**config.mk**
```make
export PLATFORM = sky130hd
export DESIGN_NAME = srl_delay_ctrl
export DESIGN_NICKNAME = d
export VERILOG_FILES = /design/src/rtl/srl_delay_pkg.sv /design/src/rtl/srlvec.sv /design/src/rtl/srl_delay_ctrl.sv
export SDC_FILE = /design/constraint.sdc
export NUM_CORES = 1
export LEC_CHECK = 0
export ABC_AREA = 1
export CORE_MARGIN = 10
export CORE_UTILIZATION = 35
export DETAILED_ROUTE_END_ITERATION = 12
export PLACE_DENSITY_LB_ADDON = 0.25
export REMOVE_ABC_BUFFERS = 1
export SYNTH_ARGS = -nofsm -noshare
export SYNTH_HDL_FRONTEND = slang
export SYNTH_HIERARCHICAL = 1
export SYNTH_SLANG_ARGS = --single-unit
export TNS_END_PERCENT = 20
```
**constraint.sdc**
```tcl
create_clock -name clk -period 3.55 [get_ports clk]
set_input_delay 0.5325 -clock clk [delete_from_list [all_inputs] [get_ports clk]]
set_output_delay 0.5325 -clock clk [all_outputs]
set_load 0.02 [all_outputs]
```
**src/rtl/srl_delay_pkg.sv**
```systemverilog
// Shared constants and helpers for the SRL-based programmable delay line.
// The delay D is counted in accepted stream samples and lives in 1..32,
// the depth of one SRLC32E per data bit.
package srl_delay_pkg;

    // Physical depth of each SRL bit-lane.
    localparam int SRL_DEPTH = 32;

    // Tap address width of an SRLC32E (selects one of 32 taps).
    localparam int ADDR_W = 5;

    // Width of the delay register and of the history counter.
    localparam int DELAY_W = 6;

    // Legal range of the programmable delay.
    localparam logic [DELAY_W-1:0] DELAY_MIN = 6'd1;
    localparam logic [DELAY_W-1:0] DELAY_MAX = 6'd32;

    // The history counter saturates once the SRL is completely full.
    localparam logic [DELAY_W-1:0] FILL_MAX = 6'd32;

    // Controller view of the SRL history. It is not separately stored:
    // it is derived from fill_cnt against the active delay.
    //   ST_FILL : fewer than D valid samples held, inputs produce no output
    //   ST_RUN  : at least D valid samples held, one output per input
    typedef enum logic {
        ST_FILL = 1'b0,
        ST_RUN  = 1'b1
    } fill_state_e;

    // True when a requested delay can be programmed.
    function automatic logic delay_legal(input logic [DELAY_W-1:0] d);
        return (d >= DELAY_MIN) && (d <= DELAY_MAX);
    endfunction

endpackage

```
**src/rtl/srlvec.sv**
```systemverilog
// Vectorized SRL delay line: one 32-deep shift register per data bit,
// shifting on ce, with a combinational read tap selected by a.
// Tap 0 is the most recently shifted-in sample, tap n is n samples older.
// Contents are deliberately not reset; the controller decides which
// taps hold meaningful history.
module srlvec
    import srl_delay_pkg::*;
#(
    parameter int NBITS = 8
) (
    input  logic              clk,
    input  logic              ce,
    input  logic [ADDR_W-1:0] a,
    input  logic [NBITS-1:0]  d,
    output logic [NBITS-1:0]  q
);

    for (genvar i = 0; i < NBITS; i++) begin : g_lane
        logic [SRL_DEPTH-1:0] sr;

        // Shift one bit-lane by one position on every enabled clock.
        always_ff @(posedge clk) begin
            if (ce) begin
                sr <= {sr[SRL_DEPTH-2:0], d[i]};
            end
        end

        assign q[i] = sr[a];
    end

endmodule

```
**src/rtl/srl_delay_ctrl.sv**
```systemverilog
// Stream controller for the SRL delay line. The SRL shifts once per
// accepted input sample, so the delay is measured in samples, not clocks.
// A saturating history counter suppresses output until D valid samples
// are present; after that each accepted sample emits the sample accepted
// D samples earlier, through a registered output stage.
//
// Handshake rule for both streams: a transfer happens on a rising clock
// edge where valid and ready are both high. valid, once high, holds with
// its data stable until that transfer. The input side is ready whenever the
// output register is empty or is being drained in the same cycle, so a
// stalled consumer freezes the SRL and the history counter.
module srl_delay_ctrl
    import srl_delay_pkg::*;
#(
    parameter int NBITS = 8
) (
    input  logic               clk,
    input  logic               rst_n,

    input  logic               in_valid,
    output logic               in_ready,
    input  logic [NBITS-1:0]   in_data,

    output logic               out_valid,
    input  logic               out_ready,
    output logic [NBITS-1:0]   out_data,

    input  logic               cfg_valid,
    output logic               cfg_ready,
    input  logic [DELAY_W-1:0] cfg_delay,
    input  logic               cfg_flush,
    output logic               cfg_err,

    output logic [DELAY_W-1:0] cur_delay,
    output logic               filled
);

    // Number of valid samples held in the SRL, saturating at its depth.
    logic [DELAY_W-1:0] fill_cnt;
    logic [DELAY_W-1:0] fill_next;

    logic               acc;
    logic               qualify;
    logic               cfg_legal;
    logic               cfg_apply;
    logic               cfg_reject;
    logic [ADDR_W-1:0]  tap_addr;
    logic [NBITS-1:0]   srl_q;
    fill_state_e        state;

    // Input side stalls only while a pending output is not being taken.
    assign in_ready = !out_valid || out_ready;
    assign acc      = in_valid && in_ready;

    // Configuration is accepted every cycle; illegal requests are flagged.
    assign cfg_ready  = 1'b1;
    assign cfg_legal  = delay_legal(cfg_delay);
    assign cfg_apply  = cfg_valid && cfg_legal;
    assign cfg_reject = cfg_valid && !cfg_legal;

    // FILL/RUN is a pure function of the history count and the delay.
    // Both are the pre-edge values, so a sample accepted in the same cycle
    // as a reconfiguration is decided by the old delay and old count.
    assign filled  = (fill_cnt >= cur_delay);
    assign state   = filled ? ST_RUN : ST_FILL;
    assign qualify = acc && (state == ST_RUN);

    // Tap D-1 before the shift holds the sample accepted D samples ago.
    // cur_delay never drops below 1, so this never underflows.
    assign tap_addr = ADDR_W'(cur_delay - DELAY_MIN);

    srlvec #(
        .NBITS (NBITS)
    ) u_srl (
        .clk (clk),
        .ce  (acc),
        .a   (tap_addr),
        .d   (in_data),
        .q   (srl_q)
    );

    // Next history count: grow per accepted sample, saturate at SRL depth;
    // a legal flush restarts history, keeping a sample accepted alongside it.
    always_comb begin
        fill_next = fill_cnt;
        if (acc && (fill_cnt < FILL_MAX)) begin
            fill_next = fill_cnt + 6'd1;
        end
        if (cfg_apply && cfg_flush) begin
            fill_next = acc ? 6'd1 : 6'd0;
        end
    end

    // History counter register.
    always_ff @(posedge clk or negedge rst_n) begin
        if (!rst_n) begin
            fill_cnt <= '0;
        end else begin
            fill_cnt <= fill_next;
        end
    end

    // Active delay register and one-cycle rejection pulse for bad requests.
    always_ff @(posedge clk or negedge rst_n) begin
        if (!rst_n) begin
            cur_delay <= DELAY_MIN;
            cfg_err   <= 1'b0;
        end else begin
            if (cfg_apply) begin
                cur_delay <= cfg_delay;
            end
            cfg_err <= cfg_reject;
        end
    end

    // Output register: load the delayed sample on a qualifying accept,
    // otherwise drop valid once the consumer has taken the word. A pending
    // word is only replaced when the consumer takes it, since acc implies
    // in_ready, which implies the register is empty or draining.
    always_ff @(posedge clk or negedge rst_n) begin
        if (!rst_n) begin
            out_valid <= 1'b0;
            out_data  <= '0;
        end else begin
            if (qualify) begin
                out_valid <= 1'b1;
                out_data  <= srl_q;
            end else if (out_valid && out_ready) begin
                out_valid <= 1'b0;
            end
        end
    end

endmodule

```
==> flow_metrics.py <==
metrics = {
    "drt": {
        "drt_pass1_iterations": 8,
        "vias": 7223,
        "viasPerCell": 4.81,
        "post_drt_wl_per_cell_um": 16.2,
        "detail_route.wirelength_um": 24300,
        "drt_iter0_drc": 623,
        "drc": 0,
        "drtAntennaViolNets": 0,
    },
    "sta": {
        "period_needed_ps": 3110,
        "worst_slew_slack_as_a_fraction_of_its_limit_pct": 21.8,
        "min_period_over_period_pct": 87.6,
        "final.setup_skew_ps": 19.6,
        "report.final.slew_viol_count": 0,
        "tightest_slew_ps": 1170,
        "number_of_hold_violations_in_the_final_report": 0,
        "finalSetupViolCount": 0,
        "clock.fmax_ghz": 0.322,
        "unrepaired_setup_endpoints_after_global_routing": "false",
    },
    "clock_network": {
        "post_cts_resized": 0,
        "clk_sink_count": 278,
        "postCtsHoldBufs": 0,
        "clockRootBuffer": "clkbuf_16",
        "clockBufferDepth": 3,
        "cts.repair_timing.setup_buffer_count": 0,
        "cts-buffers-inserted": 29,
        "path_clk_slew_ps": 60,
        "insertion_delay_ps": 550,
        "tritoncts": "built",
        "htree_levels": 1,
    },
    "hold_path": {
        "hold_class": "reg -> reg",
        "holdPathStages": 0,
    },
    "power_and_ir_drop": {
        "power-per-cell-area_nw_per_um2": 723,
        "static-leakage-power_nw": 5.18,
        "vdd.ir_drop.worst_mv": 0.414,
    },
    "place": {
        "io_buffer_count": 37,
        "placedCellCount": 1448,
        "routabilityCongestion": 0.751,
        "dp_hpwl_um": 13300,
    },
    "critical_path": {
        "worst_ep_required_time_ps": 3020,
        "endpoint_kind_of_the_worst_setup_timing_path": "output pin",
        "rr_worst_depth": 13,
        "critical_path.max_fanout": 10,
        "setup.worst_path.start_class": "register",
        "cp.arrival_ps": 2580,
        "timing.setup.critical_path_class": "reg -> out",
    },
    "layout": {
        "multi_input_comb_area_um2": 2900,
        "fin_util_pct": 40.5,
        "seq_area_um2": 8240,
        "area_grow_syn2layout_pct": 13.8,
        "layout_filler_cell_count": 3177,
        "layout.cells.non_filler": 1502,
        "diodes": 0,
        "layout-drive-gt1-share_pct": 6.89,
        "leading_cell_type_in_the_layout_fill_and_taps_excluded": "nand2_1",
        "num-nets-final": 1065,
        "mostFrequentLayoutCells": "399 x nand2_1, 256 x edfxtp_1, 208 x nand3_1",
    },
    "grt": {
        "grt_overflow_total": 0,
        "groute.usage.overall_pct": 11.6,
        "wire_length_of_the_first_global_routing_pass_um": 39500,
        "antenna_found_initial": 0,
        "number_of_global_route_vias_before_repair": 7032,
        "grt_max_degree": 71,
    },
    "synth": {
        "ys_warn_count": 6,
        "postSynthAreaPerCell_um2": 11.5,
        "synthesis.instances": 1008,
        "synth-seq-area-share_pct": 70.8,
        "ys_seq_elements": 278,
        "synthDistinctLibCells": 29,
        "post_synth_instance_area_um2": 11600,
    },
    "floorplan": {
        "die_height_um": 202,
        "placeableCoreArea_um2": 32700,
        "dieArea_um2": 40900,
        "io_pins": 39,
        "initial_core_util_pct": 35.6,
        "floorplan_die_width_um": 202,
        "num_rows": 66,
    },
    "job": {
        "cap_violations": 0,
    },
    "status": {
        "run_status": "finished clean",
    },
}
==> final cells by class <==
cell class | count | area share, %
flip-flops and latches | 278 | 62.2
well taps | 442 | 4.18
clock buffers | 48 | 6.47
repair buffers | 52 | 4.12
multi-input cells | 651 | 21.9
clock inverters | 6 | 0.255
inverters | 25 | 0.841
==> state kept, by name (all words and copies together), names as in the netlist <==
| signal | flops |
|---|---|
| cur_delay | 6 |
| out_valid | 1 |
| fill_cnt | 6 |
| u_srl/g_lane.sr | 256 |
| cfg_err | 1 |
| out_data | 8 |
==> per-layer routing <==
layer  vias to the layer above  global-route usage, %  part of all wire, %  wire [um]
li1                       3541                      -                    -          -
met1                      3503                   16.6                   49      11800
met2                       145                   18.1                   45      11000
met3                        34                   1.71                  4.2       1020
met4                         0                   3.01                  1.9        458
met5                         -                      0                    0          0
==> critical path, stage by stage (launching register included) <==
cell and delay, ps:
dfrtp_1 450, inv_1 130, ha_1 290, nand2_1 40, nor2_1 80, o21ai_1 80, nand2_2 270, clkdlybuf4s50_1 680
==> synth_stat cells (all sizes together) <==
cell    number  area [um2]
a21boi       1        7.51
a21oi        3        15.0
and2         1        6.26
buf         48         394
clkbuf       6        22.5
clkinv       1        8.76
conb         1        3.75
dfrtp       21         526
dfstp        1        26.3
edfxtp     256        7690
ha           8         100
inv         24        90.1
nand2      404        1530
nand3      210        1060
nand4        2        27.5
nor2         7        33.8
o21a         1        7.51
o21ai        7        35.0
xnor2        3        26.3
xor2         3        26.3
==> stage by stage <==
stage	worst slack, ps	area, um2	hold WS [ps]	setup TNS (ps)	total power [W]
2_1_floorplan	-3020	11200	237	-800700	0.00604
3_3_place_gp	839	12400	428	0	0.00680
3_5_place_dp	804	12400	432	0	0.00682
4_1_cts	359	13200	440	0	0.00970
5_1_grt	254	13200	452	0	0.0101
6_report	441	13200	439	0	0.00958
==> cells by family after synthesis <==
group | count (synthesis) | synth area share, %
compound gates | 12 | 0.559
buf+inv | 79 | 4.43
fa+ha+maj | 8 | 0.860
flops | 278 | 70.8
xor+xnor | 6 | 0.452
simple gates | 624 | 22.9
other cells | 1 | 0.0322
==> power by group <==
group / total [W] / leakage [nW] / switching (W) / internal, W
clock network: 0.00284 / 0.440 / 0.00121 / 0.00164
registers: 0.00466 / 2.77 / 0.000316 / 0.00434
logic: 0.00207 / 1.96 / 0.00140 / 0.000674
total: 0.00958 / 5.18 / 0.00292 / 0.00665
==> path summary, 6_finish.rpt <==
kind | endpoint | slack (ps) | startpoint
min reg2reg | u_srl/g_lane[6].sr[10]$_DFFE_PP_ | 440 | u_srl/g_lane[6].sr[9]$_DFFE_PP_
max in group asynchronous | out_data[1]$_DFFE_PN0P_ | 2220 | rst_n
max | filled | 440 | cur_delay[2]$_DFFE_PN0P_
max reg2reg | out_data[6]$_DFFE_PN0P_ | 820 | cur_delay[0]$_DFFE_PN1P_
min in group asynchronous | out_valid$_DFFE_PN0P_ | 610 | rst_n
min | u_srl/g_lane[6].sr[10]$_DFFE_PP_ | 440 | u_srl/g_lane[6].sr[9]$_DFFE_PP_
Note: power is estimated with default switching activity, not from simulation.
